<file path="config.mk">
export PLATFORM = sky130hd
export DESIGN_NAME = mem_axi_master
export DESIGN_NICKNAME = d
export VERILOG_FILES = /design/src/rtl/mem_axi_pkg.sv /design/src/rtl/mem_axi_skid.sv /design/src/rtl/mem_axi_master.sv
export SDC_FILE = /design/constraint.sdc
export NUM_CORES = 1
export LEC_CHECK = 0
export ABC_AREA = 1
export ABC_CLOCK_PERIOD_IN_PS = 2200
export BUFFER_PORTS_ARGS = -buffer_cell sky130_fd_sc_hd__buf_2
export CAP_MARGIN = 30
export CORE_AREA = 2 2 116 118
export DETAILED_ROUTE_END_ITERATION = 10
export DIE_AREA = 0 0 118 120
export GPL_TIMING_DRIVEN = 0
export PLACE_DENSITY = 0.72
export SYNTH_ARGS = -nofsm -noshare
export SYNTH_HDL_FRONTEND = slang
export SYNTH_SLANG_ARGS = --single-unit
</file>
<file path="constraint.sdc">
create_clock -name clk_i -period 2.2 [get_ports clk_i]
set_clock_uncertainty 0.05 [all_clocks]
set_input_delay 0.11 -clock clk_i [delete_from_list [all_inputs] [get_ports clk_i]]
set_output_delay 0.11 -clock clk_i [all_outputs]
set_load 0.005 [all_outputs]
</file>
<file path="src/rtl/mem_axi_pkg.sv">
// Shared types and helpers for the mem_axi_master AXI4 front-end.
package mem_axi_pkg;

    typedef enum logic [2:0] {IDLE, WR, B, RD, RSP} state_e;

    localparam logic [1:0] AXI_BURST_INCR = 2'b01;
    localparam logic [1:0] AXI_RESP_OKAY  = 2'b00;

    // True when a burst starting at word index word_idx with len+1 beats runs past a 4KB page.
    function automatic logic crosses_4k(input logic [9:0] word_idx, input logic [7:0] len);
        logic [10:0] last_word;
        last_word = {1'b0, word_idx} + {3'b000, len};
        return last_word > 11'd1023;
    endfunction

endpackage

</file>
<file path="src/rtl/mem_axi_skid.sv">
// Two-entry FIFO decoupling the AXI R channel from the requester's rdata_ready_i.
// Only compiled when MEM_AXI_RSKID_EN is defined.
`ifdef MEM_AXI_RSKID_EN
module mem_axi_skid #(
    parameter int W = 33
) (
    input  logic         clk_i,
    input  logic         rst_ni,
    input  logic         push_i,
    input  logic [W-1:0] data_i,
    output logic         full_o,
    input  logic         pop_i,
    output logic         valid_o,
    output logic [W-1:0] data_o
);

    logic [W-1:0] mem_q [2];
    logic         wr_ptr_q, wr_ptr_d;
    logic         rd_ptr_q, rd_ptr_d;
    logic [1:0]   cnt_q, cnt_d;
    logic         push_ok, pop_ok;

    assign full_o  = (cnt_q == 2'd2);
    assign valid_o = (cnt_q != 2'd0);
    assign data_o  = mem_q[rd_ptr_q];
    assign push_ok = push_i && !full_o;
    assign pop_ok  = pop_i && valid_o;

    always_comb begin
        wr_ptr_d = wr_ptr_q ^ push_ok;
        rd_ptr_d = rd_ptr_q ^ pop_ok;
        cnt_d    = cnt_q;
        case ({push_ok, pop_ok})
            2'b10:   cnt_d = cnt_q + 2'd1;
            2'b01:   cnt_d = cnt_q - 2'd1;
            default: cnt_d = cnt_q;
        endcase
    end

    always_ff @(posedge clk_i or negedge rst_ni) begin
        if (!rst_ni) begin
            mem_q[0] <= '0;
            mem_q[1] <= '0;
            wr_ptr_q <= 1'b0;
            rd_ptr_q <= 1'b0;
            cnt_q    <= 2'd0;
        end else begin
            if (push_ok) mem_q[wr_ptr_q] <= data_i;
            wr_ptr_q <= wr_ptr_d;
            rd_ptr_q <= rd_ptr_d;
            cnt_q    <= cnt_d;
        end
    end

endmodule
`endif

</file>
<file path="src/rtl/mem_axi_master.sv">
// Native burst request port to AXI4 INCR master, 32-bit data, one transaction outstanding.
// Define MEM_AXI_RSKID_EN to insert a 2-entry skid FIFO on the read data path.
module mem_axi_master #(
    parameter logic [3:0] AXI_ID  = 4'h0,
    parameter logic [7:0] MAX_LEN = 8'd15
) (
    input  logic        clk_i,
    input  logic        rst_ni,
    input  logic        req_valid_i,
    output logic        req_ready_o,
    input  logic        req_we_i,
    input  logic [31:0] req_addr_i,
    input  logic [7:0]  req_len_i,
    input  logic        wdata_valid_i,
    output logic        wdata_ready_o,
    input  logic [31:0] wdata_i,
    input  logic [3:0]  wstrb_i,
    output logic        rdata_valid_o,
    input  logic        rdata_ready_i,
    output logic [31:0] rdata_o,
    output logic        rdata_last_o,
    output logic        done_o,
    output logic        err_o,
    output logic        m_awvalid_o,
    input  logic        m_awready_i,
    output logic [31:0] m_awaddr_o,
    output logic [3:0]  m_awid_o,
    output logic [7:0]  m_awlen_o,
    output logic [1:0]  m_awburst_o,
    output logic        m_wvalid_o,
    input  logic        m_wready_i,
    output logic [31:0] m_wdata_o,
    output logic [3:0]  m_wstrb_o,
    output logic        m_wlast_o,
    input  logic        m_bvalid_i,
    output logic        m_bready_o,
    input  logic [1:0]  m_bresp_i,
    input  logic [3:0]  m_bid_i,
    output logic        m_arvalid_o,
    input  logic        m_arready_i,
    output logic [31:0] m_araddr_o,
    output logic [3:0]  m_arid_o,
    output logic [7:0]  m_arlen_o,
    output logic [1:0]  m_arburst_o,
    input  logic        m_rvalid_i,
    output logic        m_rready_o,
    input  logic [31:0] m_rdata_i,
    input  logic [1:0]  m_rresp_i,
    input  logic [3:0]  m_rid_i,
    input  logic        m_rlast_i
);

    import mem_axi_pkg::*;

    state_e      state_q, state_d;
    logic [31:0] addr_q, addr_d;
    logic [7:0]  len_q, len_d;
    logic [7:0]  cnt_q, cnt_d;
    logic        err_q, err_d;
    logic        aw_done_q, aw_done_d;
    logic        w_done_q, w_done_d;
    logic        ar_done_q, ar_done_d;

    logic w_active, w_last, aw_hs, w_hs, ar_hs, r_hs, r_phase, r_is_last, r_end;

    assign req_ready_o = (state_q == IDLE);
    assign done_o      = (state_q == RSP);
    assign err_o       = done_o && err_q;

    assign m_awvalid_o = (state_q == WR) && !aw_done_q;
    assign m_awaddr_o  = addr_q;
    assign m_awlen_o   = len_q;
    assign m_awid_o    = AXI_ID;
    assign m_awburst_o = AXI_BURST_INCR;
    assign aw_hs       = m_awvalid_o && m_awready_i;

    // W beats stream straight through; the gate stops beats after wlast.
    assign w_active      = (state_q == WR) && !w_done_q;
    assign w_last        = (cnt_q == len_q);
    assign m_wvalid_o    = w_active && wdata_valid_i;
    assign wdata_ready_o = w_active && m_wready_i;
    assign m_wdata_o     = wdata_i;
    assign m_wstrb_o     = wstrb_i;
    assign m_wlast_o     = w_active && w_last;
    assign w_hs          = m_wvalid_o && m_wready_i;

    assign m_bready_o  = (state_q == B);

    assign m_arvalid_o = (state_q == RD) && !ar_done_q;
    assign m_araddr_o  = addr_q;
    assign m_arlen_o   = len_q;
    assign m_arid_o    = AXI_ID;
    assign m_arburst_o = AXI_BURST_INCR;
    assign ar_hs       = m_arvalid_o && m_arready_i;

    assign r_is_last = (cnt_q == len_q);
    assign r_hs      = m_rvalid_i && m_rready_o;
    // A slave-signalled rlast also ends the burst so an early rlast cannot stall us.
    assign r_end     = r_hs && (r_is_last || m_rlast_i);

`ifdef MEM_AXI_RSKID_EN
    logic        r_done_q, r_done_d;
    logic        fifo_full, fifo_valid;
    logic [32:0] fifo_dout;

    mem_axi_skid #(.W(33)) u_skid (
        .clk_i   (clk_i),
        .rst_ni  (rst_ni),
        .push_i  (r_hs),
        .data_i  ({m_rdata_i, r_is_last}),
        .full_o  (fifo_full),
        .pop_i   (rdata_ready_i),
        .valid_o (fifo_valid),
        .data_o  (fifo_dout)
    );

    assign r_phase       = (state_q == RD) && ar_done_q && !r_done_q;
    assign m_rready_o    = r_phase && !fifo_full;
    assign rdata_valid_o = fifo_valid;
    assign rdata_o       = fifo_dout[32:1];
    assign rdata_last_o  = fifo_valid && fifo_dout[0];
`else
    assign r_phase       = (state_q == RD) && ar_done_q;
    assign m_rready_o    = r_phase && rdata_ready_i;
    assign rdata_valid_o = r_phase && m_rvalid_i;
    assign rdata_o       = r_phase ? m_rdata_i : 32'h0;
    assign rdata_last_o  = rdata_valid_o && r_is_last;
`endif

    always_comb begin
        state_d   = state_q;
        addr_d    = addr_q;
        len_d     = len_q;
        cnt_d     = cnt_q;
        err_d     = err_q;
        aw_done_d = aw_done_q;
        w_done_d  = w_done_q;
        ar_done_d = ar_done_q;
`ifdef MEM_AXI_RSKID_EN
        r_done_d  = r_done_q;
`endif
        case (state_q)
            IDLE: begin
                if (req_valid_i) begin
                    addr_d    = req_addr_i & 32'hFFFF_FFFC;
                    len_d     = req_len_i;
                    cnt_d     = 8'd0;
                    err_d     = 1'b0;
                    aw_done_d = 1'b0;
                    w_done_d  = 1'b0;
                    ar_done_d = 1'b0;
`ifdef MEM_AXI_RSKID_EN
                    r_done_d  = 1'b0;
`endif
                    if ((req_len_i > MAX_LEN) || crosses_4k(req_addr_i[11:2], req_len_i)) begin
                        err_d   = 1'b1;
                        state_d = RSP;
                    end else begin
                        state_d = req_we_i ? WR : RD;
                    end
                end
            end
            WR: begin
                if (aw_hs) aw_done_d = 1'b1;
                if (w_hs) begin
                    if (w_last) w_done_d = 1'b1;
                    else        cnt_d    = cnt_q + 8'd1;
                end
                if ((aw_done_q || aw_hs) && (w_done_q || (w_hs && w_last)))
                    state_d = B;
            end
            B: begin
                if (m_bvalid_i) begin
                    err_d   = (m_bresp_i != AXI_RESP_OKAY) || (m_bid_i != AXI_ID);
                    state_d = RSP;
                end
            end
            RD: begin
                if (ar_hs) ar_done_d = 1'b1;
                if (r_hs) begin
                    if ((m_rresp_i != AXI_RESP_OKAY) || (m_rid_i != AXI_ID) ||
                        (m_rlast_i != r_is_last))
                        err_d = 1'b1;
                    if (!r_end) cnt_d = cnt_q + 8'd1;
                end
`ifdef MEM_AXI_RSKID_EN
                if (r_end) r_done_d = 1'b1;
                if (r_done_q && !fifo_valid) state_d = RSP;
`else
                if (r_end) state_d = RSP;
`endif
            end
            RSP:     state_d = IDLE;
            default: state_d = IDLE;
        endcase
    end

    always_ff @(posedge clk_i or negedge rst_ni) begin
        if (!rst_ni) begin
            state_q   <= IDLE;
            addr_q    <= 32'h0;
            len_q     <= 8'h0;
            cnt_q     <= 8'h0;
            err_q     <= 1'b0;
            aw_done_q <= 1'b0;
            w_done_q  <= 1'b0;
            ar_done_q <= 1'b0;
`ifdef MEM_AXI_RSKID_EN
            r_done_q  <= 1'b0;
`endif
        end else begin
            state_q   <= state_d;
            addr_q    <= addr_d;
            len_q     <= len_d;
            cnt_q     <= cnt_d;
            err_q     <= err_d;
            aw_done_q <= aw_done_d;
            w_done_q  <= w_done_d;
            ar_done_q <= ar_done_d;
`ifdef MEM_AXI_RSKID_EN
            r_done_q  <= r_done_d;
`endif
        end
    end

endmodule

</file>
==> flow_summary.toml <==
[setup_path]
worstSetupPathType = "reg -> reg"
crit_chain = "inv_1 -> nand2_1 -> nand2_1 -> nand2_1 -> nor2_4 -> nand2_2 -> ha_4 -> nor3_2 -> nand3_2 -> a21oi_2 -> nor2_1 -> nand3_1 -> o21ai_0"
worst_path_largest_cell_delay_ns = 0.45
endpoint_kind = "flip-flop"
critical_path.startpoint_type = "flip-flop"
cp_data_required_time_ns = 2.32
crit_path_max_fanout = 4
critical_path_depth = 13
crit_slowest_cell = "sky130_fd_sc_hd__dfrtp_2"
reg2reg_depth = 13
worst-path-buf-inv = 1
critPathTopFamily = "simple AND/OR/NAND/NOR gates"
cp_data_arrival_time_ns = 2.11
cp_common_cell = "sky130_fd_sc_hd__nand2_1"

[pwr]
vdd_ir_drop_max_uv = 488
pwr_density_cell_mw_per_mm2 = 966
p_leak_uw = 0.00368

[timing]
final_period_minus_worst_setup_slack_ns = 1.98
rsz0062_at_grt = "no"
hold_ws_ns = 0.00994
finalSetupViolCount = 0
timing.final.max_slew_violations = 0
min_period_over_period_pct = 90.2
setup_slack_ns = 0.215
timing_worst_slew_pin_value_ns = 0.687
maxSlewHeadroom_pct = 53.7
hold_viol_final = 0
clock.fmax_mhz = 504

[clocking]
cts_root_buf = "sky130_fd_sc_hd__clkbuf_16"
cts_tree = "done"
clkLatencyLatePin_ns = 0.29
clock_buffer_count_from_cts = 5
clock_sinks = 53
cts-htree-levels = 2
clk_pin_slew_worst_paths_ns = 0.07
cts_max_path_buffers = 2

[global_route]
grt.total_usage_pct = 16.1
antenna_violations_before_repair = 0
grt_max_degree = 29
grt_pass1_vias = 3704
grt_pass1_wl_um = 18100
globalRouteOverflowTotal = 0

[yosys]
dominantRegCellSynth = "sky130_fd_sc_hd__dfrtp_1"
synthArstFlopShare_pct = 100
synthesis.instances = 539
synth-seq-area-share_pct = 34.9
syn_avg_cell_area_sq_um = 7.04
synth-edff-count = 0
yosys_cell_types = 34
ys_seq_elements = 53
syn_area_sq_mm = 0.00380
yosysWarningCount = 0

[final_layout]
final_layout_net_count = 985
share_of_final_layout_standard_cells_stronger_than_drive_strength_1_pct = 45.7
syn_to_final_growth_pct = 54.8
fill_cells = 1299
antenna_cells = 0

[drt]
vias_per_cell = 4.01
dr.pass1.iters = 5
wl_um = 12000
drcViolationCount = 0
wl_per_cell_um = 11.7
final_antenna_net_count = 0
vias = 4094
drt-initial-drc-count = 146

[worst_hold_path]
hold_depth = 3
timing.hold.worst.class = "in -> reg"

[placement]
routabilityCongestion = 0.815
numPortBuffers = 249
dp_worst_setup_slack_ns = -0.200
dpl.hpwl_um = 9540

[floorplanning]
io_pins = 304
die_area_sq_mm = 0.0142
die_height_um = 120
core_area_sq_mm = 0.0130
std_cell_rows = 42
x_dimension_of_the_die_um = 118
floorplan.initialDensity_pct = 29.2

[job]
drv.max_cap_violation_count = 0

[run_status]
result_of_the_run = "completed"
## sequential cells by signal (all words and copies together), names as in the netlist
signal	flops
aw_done_q	1
state_q	3
m_arlen_o	8
m_araddr_o	30
err_q	1
w_done_q	1
ar_done_q	1
cnt_q	8
## final timing paths
| path | start | endpoint | slack [ns] |
|---|---|---|---|
| max reg2reg | m_arlen_o[1] | err_q | 0.22 |
| max in group asynchronous | rst_ni | m_araddr_o[19] | 1.18 |
| min reg2reg | err_q | err_q | 0.45 |
| max | m_arlen_o[1] | err_q | 0.22 |
| min | req_addr_i[14] | m_araddr_o[14] | 0.01 |
| min in group asynchronous | rst_ni | m_arlen_o[5] | 0.34 |
## layout make-up
class                   count  area (sq um)  area share, %
repair buffers            284          1600           27.3
multi-input cells         327          1560           26.6
flip-flops and latches     53          1330           22.6
plain buffers             101           733           12.5
inverters                  71           267           4.54
well taps                 176           220           3.75
clock buffers               7           153           2.60
clock inverters             1          8.76          0.149
## power breakdown
group	leakage, uW	internal [uW]	total, uW	switching (uW)
Combinational	0.00293	1540	3060	1530
Sequential	0.000669	1380	1770	384
Clock	0.0000805	489	844	355
Total	0.00368	3410	5670	2260
## cell families (layout without fill, tap and decap cells)
family | after synthesis | after routing | share of synthesized area, %
AOI/OAI and AO/OA | 17 | 17 | 2.83
xor gates and xnor gates | 7 | 7 | 1.62
adders and majority gates | 10 | 10 | 3.49
buffers and inverters | 173 | 464 | 26.5
DFF | 53 | 53 | 34.9
other | 2 | 16 | 0.198
and+or+nand+nor | 277 | 277 | 30.5
## repair_timing
item,in CTS,in global routing
hold endpoints to repair,59,0
resized for setup,6,5
endpoints found under the setup margin,2,1
pin swaps,3,2
cloned,0,0
hold buffers,33,0
setup buffers,1,0
## cells in the mapped netlist, drive strengths merged (3+ instances only)
cell,instances,area share (%)
a21oi,6,0.79
buf,95,19
clkbuf,7,0.72
dfrtp,53,35
ha,9,3.0
inv,71,7.0
nand2,185,19
nand3,8,1.3
nand4,6,1.3
nor2,68,7.5
nor3,6,0.79
o21ai,6,0.79
xnor2,4,0.92
xor2,3,0.69
## worst reg2reg max path, delay by kind of cell (launching register included)
family / cells / cell delay [ns]
fa+ha+maj: 1 / 0.23
buf+inv: 1 / 0.10
flops: 1 / 0.45
simple gates: 9 / 0.85
compound gates: 2 / 0.21
## metrics by stage
step | cells | setup TNS (ns) | util, % | total power, uW | cell area [sq um]
after floorplan | 553 | 0 | - | 3480 | 3850
after global placement | 978 | -0.171 | 40.9 | 4690 | 5320
after detailed placement | 979 | -0.200 | 41.1 | 4750 | 5340
after CTS | 1020 | 0 | 45.1 | 5720 | 5860
after global routing | 1020 | 0 | 45.3 | 6130 | 5880
final | 1020 | 0 | 45.3 | 5670 | 5880
## routing by layer
| metal | vias up | global-route usage [%] | share of wire (%) |
|---|---|---|---|
| met3 | 14 | 3.85 | 7.9 |
| met2 | 203 | 31.5 | 52 |
| met5 | - | 0 | 0 |
| met1 | 1769 | 16.5 | 38 |
| li1 | 2108 | - | - |
| met4 | 0 | 5.57 | 2.4 |
## cell usage in the layout, fill, tap and decap left out, types with 6 or more instances in the layout
cell	count
sky130_fd_sc_hd__buf_2	250
sky130_fd_sc_hd__buf_4	95
sky130_fd_sc_hd__clkbuf_1	6
sky130_fd_sc_hd__conb_1	16
sky130_fd_sc_hd__dfrtp_1	51
sky130_fd_sc_hd__dlygate4sd3_1	33
sky130_fd_sc_hd__ha_1	8
sky130_fd_sc_hd__inv_1	65
sky130_fd_sc_hd__inv_2	6
sky130_fd_sc_hd__nand2_1	180
sky130_fd_sc_hd__nor2_1	60
(Power assumes the default switching activity.)
